==> src/rtl/pipe_hazard_ctrl_pkg.sv <==
// -----------------------------------------------------------------------------
// pipe_hazard_ctrl_pkg
// Shared constants and types for the pipeline hazard controller:
//   - datapath / register-index widths
//   - default exception entry PC
//   - MDU sequencer state encoding
//   - redirect payload carried by the redirect holder
// -----------------------------------------------------------------------------
package pipe_hazard_ctrl_pkg;

   localparam int unsigned XLEN     = 32;
   localparam int unsigned REG_AW   = 5;
   localparam int unsigned LU_CNT_W = 3;

   localparam logic [XLEN-1:0] EXC_VECTOR_DEF = 32'hBFC0_0380;

   // MDU sequencer states; encodings are shared with software-visible debug
   typedef enum logic [1:0] {
      MDU_IDLE = 2'd0,
      MDU_RUN  = 2'd1,
      MDU_DONE = 2'd2
   } mdu_state_e;

   // Redirect request as held for fetch
   typedef struct packed {
      logic            valid;
      logic [XLEN-1:0] pc;
   } redirect_t;

endpackage : pipe_hazard_ctrl_pkg

==> src/rtl/pipe_hazard_ctrl_mdu_seq.sv <==
// -----------------------------------------------------------------------------
// pipe_hazard_ctrl_mdu_seq
// Start / wait / cancel sequencer for multi-cycle mul/div operations.
// Ports:
//   clk, resetn    clock, asynchronous active-low reset
//   i_mdu_op       execute-stage instruction is a multi-cycle MDU op
//   i_mdu_ready    MDU result valid
//   i_exc          exception or held redirect in progress (aborts the op)
//   o_start_c      one-cycle MDU start pulse (combinational)
//   o_cancel_c     one-cycle MDU abort pulse (combinational)
//   o_ex_req_c     stall request for the execute stage (combinational)
// -----------------------------------------------------------------------------
module pipe_hazard_ctrl_mdu_seq
   import pipe_hazard_ctrl_pkg::*;
(
   input  logic clk,
   input  logic resetn,
   input  logic i_mdu_op,
   input  logic i_mdu_ready,
   input  logic i_exc,
   output logic o_start_c,
   output logic o_cancel_c,
   output logic o_ex_req_c
);

   mdu_state_e r_state;
   mdu_state_e w_state_nxt;

   // State register
   always_ff @(posedge clk or negedge resetn) begin
      if (!resetn) begin
         r_state <= MDU_IDLE;
      end else begin
         r_state <= w_state_nxt;
      end
   end

   // Next state and pulses; EX is released exactly in the DONE cycle
   always_comb begin
      w_state_nxt = r_state;
      o_start_c   = 1'b0;
      o_cancel_c  = 1'b0;
      o_ex_req_c  = 1'b0;

      if (i_exc) begin
         // Abort only an operation actually in flight in the MDU
         w_state_nxt = MDU_IDLE;
         o_cancel_c  = resetn && (r_state == MDU_RUN);
      end else begin
         o_ex_req_c = i_mdu_op && (r_state != MDU_DONE);
         case (r_state)
            MDU_IDLE: begin
               if (i_mdu_op) begin
                  w_state_nxt = MDU_RUN;
                  o_start_c   = resetn;
               end
            end
            MDU_RUN: begin
               if (i_mdu_ready) begin
                  w_state_nxt = MDU_DONE;
               end
            end
            MDU_DONE: begin
               w_state_nxt = MDU_IDLE;
            end
            default: begin
               w_state_nxt = MDU_IDLE;
            end
         endcase
      end
   end

endmodule : pipe_hazard_ctrl_mdu_seq

==> src/rtl/pipe_hazard_ctrl.sv <==
// -----------------------------------------------------------------------------
// pipe_hazard_ctrl
// Pipeline hazard controller: merges external and internal stall sources
// into per-stage stall/flush vectors, sequences multi-cycle MDU ops, inserts
// load-use bubbles and holds exception/ERET redirects until fetch accepts.
// Ports:
//   clk, resetn             clock, asynchronous active-low reset
//   stall_req[NSTAGE]       external per-stage stall requests
//   id_rs, id_rt            decode source registers
//   ex_rd, ex_rmem          execute destination register / is-load
//   mdu_op, mdu_ready       execute MDU op / MDU result valid
//   mdu_start, mdu_cancel   MDU start / abort pulses
//   exc_valid, exc_eret     exception or ERET committed / event is ERET
//   cp0_epc                 ERET return address
//   fetch_ready             fetch accepts a redirect this cycle
//   redirect_valid/_pc      redirect request and target
//   stall[NSTAGE]           per-stage hold
//   flush[NSTAGE]           per-stage bubble insert
// All outputs are combinational and forced to zero while resetn is low.
// -----------------------------------------------------------------------------
module pipe_hazard_ctrl
   import pipe_hazard_ctrl_pkg::*;
#(
   parameter int unsigned     NSTAGE     = 5,
   parameter int unsigned     ID_IDX     = 1,
   parameter int unsigned     EX_IDX     = 2,
   parameter int unsigned     MEM_IDX    = 3,
   parameter int unsigned     LOAD_LAT   = 1,
   parameter logic [XLEN-1:0] EXC_VECTOR = EXC_VECTOR_DEF
)
(
   input  logic              clk,
   input  logic              resetn,
   input  logic [NSTAGE-1:0] stall_req,
   input  logic [REG_AW-1:0] id_rs,
   input  logic [REG_AW-1:0] id_rt,
   input  logic [REG_AW-1:0] ex_rd,
   input  logic              ex_rmem,
   input  logic              mdu_op,
   input  logic              mdu_ready,
   output logic              mdu_start,
   output logic              mdu_cancel,
   input  logic              exc_valid,
   input  logic              exc_eret,
   input  logic [XLEN-1:0]   cp0_epc,
   input  logic              fetch_ready,
   output logic              redirect_valid,
   output logic [XLEN-1:0]   redirect_pc,
   output logic [NSTAGE-1:0] stall,
   output logic [NSTAGE-1:0] flush
);

   // Stage ordering and latency range are fixed at elaboration
   if ((ID_IDX >= EX_IDX) || (EX_IDX >= MEM_IDX) || (MEM_IDX >= NSTAGE) ||
       (LOAD_LAT < 1) || (LOAD_LAT > 7)) begin : g_bad_cfg
      $error("pipe_hazard_ctrl: illegal stage index or LOAD_LAT parameter");
   end

   logic                w_exc;
   logic                w_lu_hit;
   logic                w_lu_req;
   logic                w_mdu_req;
   logic [LU_CNT_W-1:0] r_lu_cnt;
   redirect_t           r_redir;
   logic [XLEN-1:0]     w_target;
   logic [NSTAGE-1:0]   w_req;
   logic [NSTAGE-1:0]   w_stall_raw;
   logic [NSTAGE-1:0]   w_flush_raw;

   // An exception in MEM or a held redirect overrides all stalls
   assign w_exc = exc_valid || r_redir.valid;

   // Load in EX feeding a source register of the instruction in ID
   assign w_lu_hit = ex_rmem && (ex_rd != '0) && ((ex_rd == id_rs) || (ex_rd == id_rt));
   assign w_lu_req = w_lu_hit || (r_lu_cnt != '0);

   assign w_target = exc_eret ? cp0_epc : EXC_VECTOR;

   pipe_hazard_ctrl_mdu_seq u_mdu_seq (
      .clk         (clk),
      .resetn      (resetn),
      .i_mdu_op    (mdu_op),
      .i_mdu_ready (mdu_ready),
      .i_exc       (w_exc),
      .o_start_c   (mdu_start),
      .o_cancel_c  (mdu_cancel),
      .o_ex_req_c  (w_mdu_req)
   );

   // Merge stall sources, propagate toward IF, bubble behind the boundary
   always_comb begin
      logic acc;
      w_req         = stall_req;
      w_req[ID_IDX] = stall_req[ID_IDX] | w_lu_req;
      w_req[EX_IDX] = stall_req[EX_IDX] | w_mdu_req;

      acc         = 1'b0;
      w_stall_raw = '0;
      for (int k = int'(NSTAGE) - 1; k >= 0; k--) begin
         acc            = acc | w_req[k];
         w_stall_raw[k] = acc;
      end

      w_flush_raw = '0;
      for (int k = 0; k < int'(NSTAGE) - 1; k++) begin
         w_flush_raw[k+1] = w_stall_raw[k] & ~w_stall_raw[k+1];
      end
   end

   // Final stall/flush with exception override and reset gating
   always_comb begin
      stall = '0;
      flush = '0;
      if (resetn) begin
         if (w_exc) begin
            flush = '1;
         end else begin
            stall = w_stall_raw;
            flush = w_flush_raw;
         end
      end
   end

   // Remaining load-use bubbles; only counts while the bubble moves into EX
   always_ff @(posedge clk or negedge resetn) begin
      if (!resetn) begin
         r_lu_cnt <= '0;
      end else if (w_exc) begin
         r_lu_cnt <= '0;
      end else if (w_lu_hit) begin
         r_lu_cnt <= LU_CNT_W'(LOAD_LAT - 1);
      end else if ((r_lu_cnt != '0) && !w_stall_raw[EX_IDX]) begin
         r_lu_cnt <= r_lu_cnt - LU_CNT_W'(1);
      end
   end

   // Redirect holder; a new exception while holding keeps the first target
   always_ff @(posedge clk or negedge resetn) begin
      if (!resetn) begin
         r_redir <= '0;
      end else if (r_redir.valid) begin
         if (fetch_ready) begin
            r_redir.valid <= 1'b0;
         end
      end else if (exc_valid && !fetch_ready) begin
         r_redir.valid <= 1'b1;
         r_redir.pc    <= w_target;
      end
   end

   assign redirect_valid = resetn && w_exc;

   // Held target wins over a live exception; idle drives zero
   always_comb begin
      redirect_pc = '0;
      if (resetn) begin
         if (r_redir.valid) begin
            redirect_pc = r_redir.pc;
         end else if (exc_valid) begin
            redirect_pc = w_target;
         end
      end
   end

endmodule : pipe_hazard_ctrl

==> config.mk <==
export PLATFORM = sky130hd
export DESIGN_NAME = pipe_hazard_ctrl
export DESIGN_NICKNAME = d
export VERILOG_FILES = /design/src/rtl/pipe_hazard_ctrl_pkg.sv /design/src/rtl/pipe_hazard_ctrl_mdu_seq.sv /design/src/rtl/pipe_hazard_ctrl.sv
export SDC_FILE = /design/constraint.sdc
export NUM_CORES = 1
export LEC_CHECK = 0
export BUFFER_PORTS_ARGS = -buffer_cell sky130_fd_sc_hd__buf_2
export CAP_MARGIN = 10
export CORE_ASPECT_RATIO = 1.75
export CORE_MARGIN = 3
export CORE_UTILIZATION = 30
export CTS_BUF_LIST = sky130_fd_sc_hd__clkbuf_8
export CTS_CLUSTER_DIAMETER = 40
export CTS_CLUSTER_SIZE = 14
export DETAILED_ROUTE_END_ITERATION = 6
export PLACE_DENSITY = 0.6
export SETUP_SLACK_MARGIN = 0.2
export SLEW_MARGIN = 5
export SYNTH_ARGS = -nofsm -noshare
export SYNTH_HDL_FRONTEND = slang
export SYNTH_HIERARCHICAL = 1
export SYNTH_SLANG_ARGS = --single-unit
==> constraint.sdc <==
create_clock -name clk -period 3.65 [get_ports clk]
set_clock_uncertainty 0.1 [all_clocks]
set_input_delay 1.095 -clock clk [delete_from_list [all_inputs] [get_ports clk]]
set_output_delay 1.095 -clock clk [all_outputs]
set_load 0.005 [all_outputs]
==> run metrics, run 1 <==
largest cells by area after synthesis dfrtp_1, nor2b_1, a32oi_1; fin util 42.0%; clock period minus worst slack 3.63 ns; share of post-route cells with drive strength above 1 39.6%; ys async rst share 100%; number of flops mapped to enable cells by yosys 0; synthesized area 2420 um2; Leak 1.56 nW; max cap viols 0; post-route cell area 3250 um2; status finished, final reports clean; startpoint types input pin; port bufs 104; placed cells 458; Post-Route Setup TNS 0 ns; Placer Congestion 0.795; CTS Buf Count 5; Pre-Repair DR Iteration Count 4; GRT Util Overall 15.1%; HPWL after DPL 5180 um; cells after synthesis 276; number of setup violations in the final report 0; clk root buf clkbuf_8; Final Hold Vio Count 0; Post-Layout Cell Count 469; Vias/cell 5.14; Sink Count 38; clk_lat worst skew 0.28 ns; Multi-input gate area 1360 um2; power per cell area 341 nW/um2; crit path DAT 2.43 ns; Syn Area/Cell 8.76 um2; initial antenna violation count 0; Congestion Overflow GR 0; fin nets 442; full die area 9210 um2; worst path required time 2.45 ns; Worst Setup End Kind output pin; # diodes 0; most frequent cell after synthesis nand2_1; Final period util 99.4%; vias in the first global route 2418; DR DRC count 0; Post-DRT Antenna Nets 0; Max Buffers Root-to-Sink 2; # fillers 799; clk slew on worst S/H paths 0.07 ns; flip-flop and latch count after synthesis 38; Area Overhead vs Synth 34.4%; placed cell area 3080 um2; worst-path maximum fanout 4; Slew Limit Fails 0; Final Power 0.00111 W; Post-synth top flop dfrtp_1; VDD IR max 0.157 mV; RSZ-0062 raised after global routing true; Synth cell types 32; H-tree depth 2; IO Pins 105; fmax 0.276 GHz; Worst-Margin Slew 0.626 ns; violation count after the first detailed-route iteration 84; Setup CP Type in2out; area leader, netlist dfrtp_1; first-pass GRT wire length 11200 um; WL/cell 14.9 um; Die Ht 125 um; Post-Route WL 6990 um; Die W 73.9 um; Seq/Total Area, Yosys 39.3%; worst min-delay path class reg2reg; # hold bufs at CTS 0; Via Count 2413; warnings from Yosys 6; Post-Syn Nets 338; Post-synth top cells nand2_1, dfrtp_1, nor2b_1; TritonCTS clock tree yes; row count 42; CORE AREA 7720 um2; Synth top area share 39.3%; Initial Util 31.3%; Slew headroom 58.3%; Reg area 951 um2; largest net degree at the start of global routing 44
-- worst max-delay path, stage by stage --
cell     delay (ns)
buf_8          0.10
or4_4          0.53
o21ai_2        0.16
o211a_1        0.27
a41o_1         0.18
buf_2          0.11
-- stage by stage --
stage / hold slack, ns / worst slack [ns]
after floorplan: 0.350 / 0.348
after global placement: 0.364 / 0.0862
after detailed placement: 0.373 / 0.0685
after CTS: 0.390 / 0.0933
after global routing: 0.417 / -0.000484
final: 0.385 / 0.0235
-- path summary, 6_finish.rpt --
path | start | to | slack (ns) | depth (start not counted)
max in group asynchronous | resetn | r_redir[29] | 2.05 | 3
min in group asynchronous | resetn | r_redir[32] | 0.62 | 1
min | r_redir[5] | r_redir[5] | 0.38 | 2
max | ex_rd[4] | flush[1] | 0.02 | 6
min reg2reg | r_redir[5] | r_redir[5] | 0.38 | 2
max reg2reg | r_redir[32] | r_redir[20] | 1.50 | 7
-- sequential cells by signal, summed over array words and instances (netlist names) --
name,count
r_redir,33
r_lu_cnt,3
u_mdu_seq/r_state,2
-- cell usage in the layout (no fill, tap or decap), drive strengths merged --
cell type  instances
inv                7
nand2b            15
and4b              1
nand2             45
nor4b              1
o211a              1
dfrtp             38
mux2              12
a21boi             2
buf              121
xnor2              1
a32oi             20
a41o               1
clkbuf             8
nor2              11
ha                 2
nor3               6
a21oi              3
nor2b             34
o21ai             23
nor3b              1
and3               1
nor4               2
a31oi              1
a22oi             13
xor2              10
or4                1
-- routing by layer --
layer	vias to the layer above	part of all wire [%]	global-route usage, %
met2	74	56	28.4
met5	-	0	0
met4	0	1.7	5.23
met3	7	4.3	2.02
li1	1162	-	-
met1	1170	38	16.2
-- timing repair --
action	in CTS	in global routing
pin swaps	4	3
buffers inserted	2	1
setup endpoints to repair	4	5
resized for setup	5	4
-- power breakdown --
part | internal [W] | leakage (nW) | total (W) | switching, W
sequential | 0.000474 | 0.470 | 0.000502 | 0.0000279
combinational | 0.000135 | 1.03 | 0.000275 | 0.000140
clock | 0.000191 | 0.0575 | 0.000329 | 0.000139
-- cells by family after synthesis --
family | synth area share, %
and+or+nand+nor | 26.0
AOI/OAI and AO/OA | 18.5
DFF | 39.3
buffers and inverters | 5.49
muxes | 5.59
xor gates and xnor gates | 3.99
adders and majority gates | 1.04
-- final cells by class --
cell class	count	area share [%]
Inverter	7	0.809
Timing Repair Buffer	121	21.2
Multi-Input combinational cell	207	41.9
Clock buffer	8	3.39
Sequential cell	38	29.3
Tap cell	88	3.39
Power figures use the tool's default switching activity.
==> run 2, diff against run 1 <==
ABC_AREA = 1   (was unset)
PLACE_DENSITY = 0.59   (was 0.6)
==> run 2 against run 1 <==
  * Area after synthesis up 2.8%
  * Wire length up 2.4%
  * Synthesized cell count up 35%
  * Via count up 11%
  * Total power up 0.48%
  * Register-to-register slack better by 0.39 ns
  * First-iteration DRC count up 9.5%
  * Hold slack better by 0.041 ns
  * Final area down 1.4%
  * Critical path type unchanged
  * Largest power group unchanged
==> run metrics, run 2 <==
fin nets 531; CP bufs+invs 4; crit path cell chain buf_2 > inv_1 > nor2_4 > buf_12 > nand3_1 > a21oi_1 > buf_2; vias in the first global route 2551; full die area 9460 um2; Hold Worst Slack 0.426 ns; register bank with the most flops r_redir; Post-Syn Nets 435; initial antenna violation count 1; clk_lat worst skew 0.28 ns; synthesized area 2490 um2; HPWL after DPL 5310 um; Seq/Total Area, Yosys 38.2%; most frequent cells in the layout buf_2, nand2_1, inv_1, o21ai_0, nand3_1; Slew headroom 66.4%; worst min-delay path class reg2reg; placed cell area 3080 um2; clock period minus worst slack 3.34 ns; Crit path top cell by count buf_2; GRT Util Overall 15.4%; DR DRC count 0; Worst-Margin Slew 0.504 ns; number of setup violations in the final report 0; fin util 39.9%; IO Pins 105; Die Ht 126 um; port bufs 104; Area Overhead vs Synth 28.8%; Setup CP Type in2out; slowest cell on the critical path a21oi_1; Congestion Overflow GR 0; violation count after the first detailed-route iteration 92; max incr delay on CP 0.21 ns; Leak 1.71 nW; Worst Setup End Kind output pin; worst path required time 2.45 ns; warnings from Yosys 6; CORE AREA 8020 um2; flip-flop and latch count after synthesis 38; clk slew on worst S/H paths 0.08 ns; post-route cell area 3200 um2; most frequent cell after synthesis nand2_1; commonest non-fill, non-tap cell in the layout buf_2; first-pass GRT wire length 11600 um; Pre-Repair DR Iteration Count 4; status finished, final reports clean; fmax 0.300 GHz; VDD IR max 0.166 mV; startpoint types input pin; Syn Area/Cell 6.67 um2; power per cell area 347 nW/um2; number of flip-flops under the largest register name 33; Synth cell types 24; Top Registers r_redir (33), r_lu_cnt (3), u_mdu_seq/r_state (2); max cap viols 0; Initial Util 31.0%; clk root buf clkbuf_8; Max Buffers Root-to-Sink 2; critical path's top delay family buffers and inverters; Placer Congestion 0.771; largest cells by area after synthesis dfrtp_1, o21ai_0, nand2_1; RSZ-0062 raised after global routing true; Vias/cell 4.79; worst setup margin 0.314 ns; Final Hold Vio Count 0; Die W 74.8 um; Post-Route WL 7160 um; Synth top area share 38.2%; crit path DAT 2.14 ns; Final period util 91.4%; number of flops mapped to enable cells by yosys 0; TritonCTS clock tree yes; # diodes 0; Via Count 2680; Post-Route Setup TNS 0 ns; H-tree depth 2; Slew Limit Fails 0; largest net degree at the start of global routing 65; Sink Count 38; area leader, netlist dfrtp_1; Post-synth top cells nand2_1, inv_1, o21ai_0; cells after synthesis 373; Post-DRT Antenna Nets 0; Post-synth top flop dfrtp_1; share of post-route cells with drive strength above 1 27.2%; row count 43; post-place setup slack 0.250 ns; number of setup buffers added after CTS 0; ys async rst share 100%; worst-path maximum fanout 25; WL/cell 12.8 um; CTS Buf Count 5
## run 2: cell types whose count changed after synthesis, sizes merged, moves of 20 or more
cell	before	now
nand2	45	74
nand3	0	46
o21ai	23	58
nor2b	34	0
a32oi	20	0
a21oi	3	36
inv	7	62
## run 2: area by class of cell
class | instances | area (um2)
timing repair buffer | 113 | 613
fill | 868 | 4810
clock inverter | 3 | 37.5
multi-input combinational | 248 | 1180
clock buffer | 5 | 68.8
tap | 90 | 113
inverter | 63 | 236
sequential | 38 | 951
## run 2: logic make-up (layout without fill, tap and decap cells)
logic type / count (synthesis) / count (layout) / synth area share [%]
buf+inv: 87 / 184 / 14.7
xor+xnor: 3 / 3 / 1.06
simple gates: 149 / 149 / 26.0
fa+ha+maj: 2 / 2 / 1.01
flops: 38 / 38 / 38.2
compound gates: 94 / 94 / 18.9
## run 2: routing by layer
layer	vias to the layer above	share of wire, %	wire (um)	global-route usage [%]
met5	-	0.18	13	0
met4	2	1.8	129	5.24
met3	11	4.9	351	2.30
met2	83	54	3900	29.3
met1	1208	39	2770	16.4
li1	1376	-	-	-
## run 2: tightest hold or removal path, stage by stage, from the launching register on
cell,delay (ns)
dfrtp_1,0.38
inv_1,0.05
o21ai_1,0.06
## run 2: worst paths after layout
kind | depth (start not counted) | startpoint | slack, ns | end
worst max register to register | 5 | r_redir[32] | 1.89 | r_redir[8]
worst min register to register | 2 | r_redir[13] | 0.43 | r_redir[13]
min in group asynchronous | 2 | resetn | 0.64 | u_mdu_seq/r_state[1]
worst min-delay path | 2 | r_redir[13] | 0.43 | r_redir[13]
worst max-delay path | 7 | exc_valid | 0.31 | redirect_pc[6]
max in group asynchronous | 3 | resetn | 2.17 | r_redir[30]
## run 2: power by group
part,total [W],internal [W],switching (W)
combinational,0.000260,0.000108,0.000152
sequential,0.000510,0.000478,0.0000313
clock,0.000342,0.000199,0.000143
total,0.00111,0.000785,0.000327
## run 2: metrics by stage
stage / std cells / power, W
4_1_cts: 560 / 0.00113
6_report: 560 / 0.00111
2_1_floorplan: 373 / 0.000658
3_3_place_gp: 552 / 0.000772
3_5_place_dp: 552 / 0.000778
5_1_grt: 560 / 0.00120
## run 2: timing repair
item                       CTS  global route
setup endpoints to repair    0             6
hold buffers                 0             0
resized for setup            0             5
==> run 3, diff against run 2 <==
PLACE_DENSITY = 0.61   (was 0.59)
clock period = 2.9 ns   (was 3.65 ns; I/O delays follow)
==> run 3 against run 2 <==
  * Sequential share of layout area shrank 4.5 points
  * Count of clock-buffer cells in the layout grew 1
  * Final cell count grew 3.2%
  * Clock power grew 9.4%
  * Combinational power grew 68%
  * Wire length grew 20%
  * Via count grew 6.8%
  * Largest cell class unchanged
  * Largest power group unchanged
==> run metrics, run 3 (synthesis gave the netlist of run 2 again) <==
clk_lat worst skew 0.28 ns; Worst R2R Start r_redir[32]; number of setup violations in the final report 0; # diodes 0; fin nets 549; min-delay src r_lu_cnt[2]; crit path cell chain buf_8 > inv_4 > nor2_4 > buf_12 > clkbuf_16 > nand3_2 > a21oi_2 > buf_2; power per cell area 384 nW/um2; row count 43; Post-DRT Antenna Nets 0; largest net degree at the start of global routing 36; internal power 0.000985 W; DR DRC count 0; Die W 74.8 um; worst setup margin 0.0729 ns; Setup crit start exc_valid; fin util 47.1%; Die Ht 126 um; # fillers 822; Psw 0.000467 W; placed cells 557; Congestion Overflow GR 0; Initial Util 31.0%; Post-Layout Cell Count 578; violation count after the first detailed-route iteration 81; crit path DAT 1.86 ns; CTS Buf Count 5; Hold Worst Slack 0.433 ns; power share of the clock group 25.7%; full die area 9460 um2; Post-Route WL 8570 um; WL/cell 14.8 um; commonest non-fill, non-tap cell in the layout buf_2; Setup CP Type in2out; port bufs 104; clock period minus worst slack 2.83 ns; H-tree depth 2; initial antenna violation count 0; Slew headroom 55.7%; number of flip-flops under the largest register name 33; Final period util 97.5%; Vias/cell 4.95; CORE AREA 8020 um2; Worst-Margin Slew 0.662 ns; slowest cell on the critical path nor2_4; Pre-Repair DR Iteration Count 4; register bank with the most flops r_redir; switching share of total power 32.2%; share of post-route cells with drive strength above 1 42.2%; Sink Count 38; GRT Util Overall 15.8%; fmax 0.354 GHz; Worst Setup End Kind output pin; worst path required time 1.93 ns; RSZ-0062 raised after global routing true; max incr delay on CP 0.20 ns; first-pass GRT wire length 11800 um; Via Count 2862; Final Hold Vio Count 0; startpoint types input pin; Placer Congestion 0.760; TritonCTS clock tree yes; worst-path maximum fanout 8; VDD IR max 0.242 mV; vias in the first global route 2610; Slew Limit Fails 0; status finished, final reports clean; clk root buf clkbuf_8; # hold bufs at CTS 0; HPWL after DPL 5370 um; max cap viols 0; clk slew on worst S/H paths 0.07 ns; Area Overhead vs Synth 51.9%; Seq pwr share 44.2%; post-place setup slack 0.0440 ns; Max Buffers Root-to-Sink 2; combinational fraction of design power 30.0%; Top Registers r_redir (33), r_lu_cnt (3), u_mdu_seq/r_state (2); worst min-delay path class reg2reg; IO Pins 105; Post-Route Setup TNS 0 ns; most frequent cells in the layout buf_2, nand2_1, inv_1, o21ai_0, dfrtp_1; Leak 1.86 nW
## run 3: cell count changes in the layout (fill, tap and decap cells not counted), moves of 6 or more
cell     change
a21oi_1     -18
a21oi_2     +18
nand3_1     -18
buf_6       +11
buf_2       -10
inv_1       -10
nand3_2     +10
buf_4        +9
nand3_4      +8
o21ai_0      -8
inv_2        +7
o21ai_2      +6
## run 3: path summary, 6_finish.rpt
| path | endpoint | slack, ns | cells after the start |
|---|---|---|---|
| setup / recovery | redirect_pc[15] | 0.07 | 8 |
| hold / removal | r_lu_cnt[2] | 0.43 | 2 |
| setup reg to reg | r_redir[3] | 0.81 | 5 |
| hold reg to reg | r_lu_cnt[2] | 0.43 | 2 |
| max in group asynchronous | r_lu_cnt[0] | 1.62 | 3 |
| min in group asynchronous | r_redir[29] | 0.47 | 2 |
## run 3: per-layer routing
metal | share of wire [%] | track usage (%) | up-vias
met4 | 2.2 | 4.72 | 0
met5 | 0 | 0 | -
met3 | 4.1 | 1.82 | 12
met2 | 57 | 31.2 | 81
li1 | - | - | 1416
met1 | 37 | 16.5 | 1353
## run 3: timing repair
action,in CTS,in global routing
endpoints found under the setup margin,36,39
pin swaps,15,37
resized for setup,28,76
setup buffers,4,5
gates cloned,1,3
## run 3: area by class of cell
type                    count  area (um2)  area share [%]
clock buffers               6        82.6            2.19
inverters                  63         245            6.49
multi-input cells         248        1460            38.5
clock inverters             2        8.76           0.232
well taps                  90         113            2.98
flip-flops and latches     38         951            25.2
repair buffers            131         922            24.4
## run 3: through the flow
stage                     power (W)  instance area (um2)
after floorplan            0.000828                 2490
after global placement     0.000977                 3120
after detailed placement   0.000986                 3120
after CTS                   0.00140                 3360
after global routing        0.00155                 3780
final                       0.00145                 3780
## run 3: power groups by stage
stage | registers (W) | clock network, W | logic [W]
detailed placement | 0.000650 | 0 | 0.000336
floorplan | 0.000640 | 0 | 0.000188
CTS | 0.000641 | 0.000389 | 0.000366
global route | 0.000651 | 0.000411 | 0.000484
finish | 0.000642 | 0.000374 | 0.000436
global placement | 0.000649 | 0 | 0.000328
## run 3: critical path, delay by kind of cell
kind,cells,cell delay [ns]
buffers and inverters,5,0.56
and+or+nand+nor,2,0.28
AOI/OAI and AO/OA,1,0.14
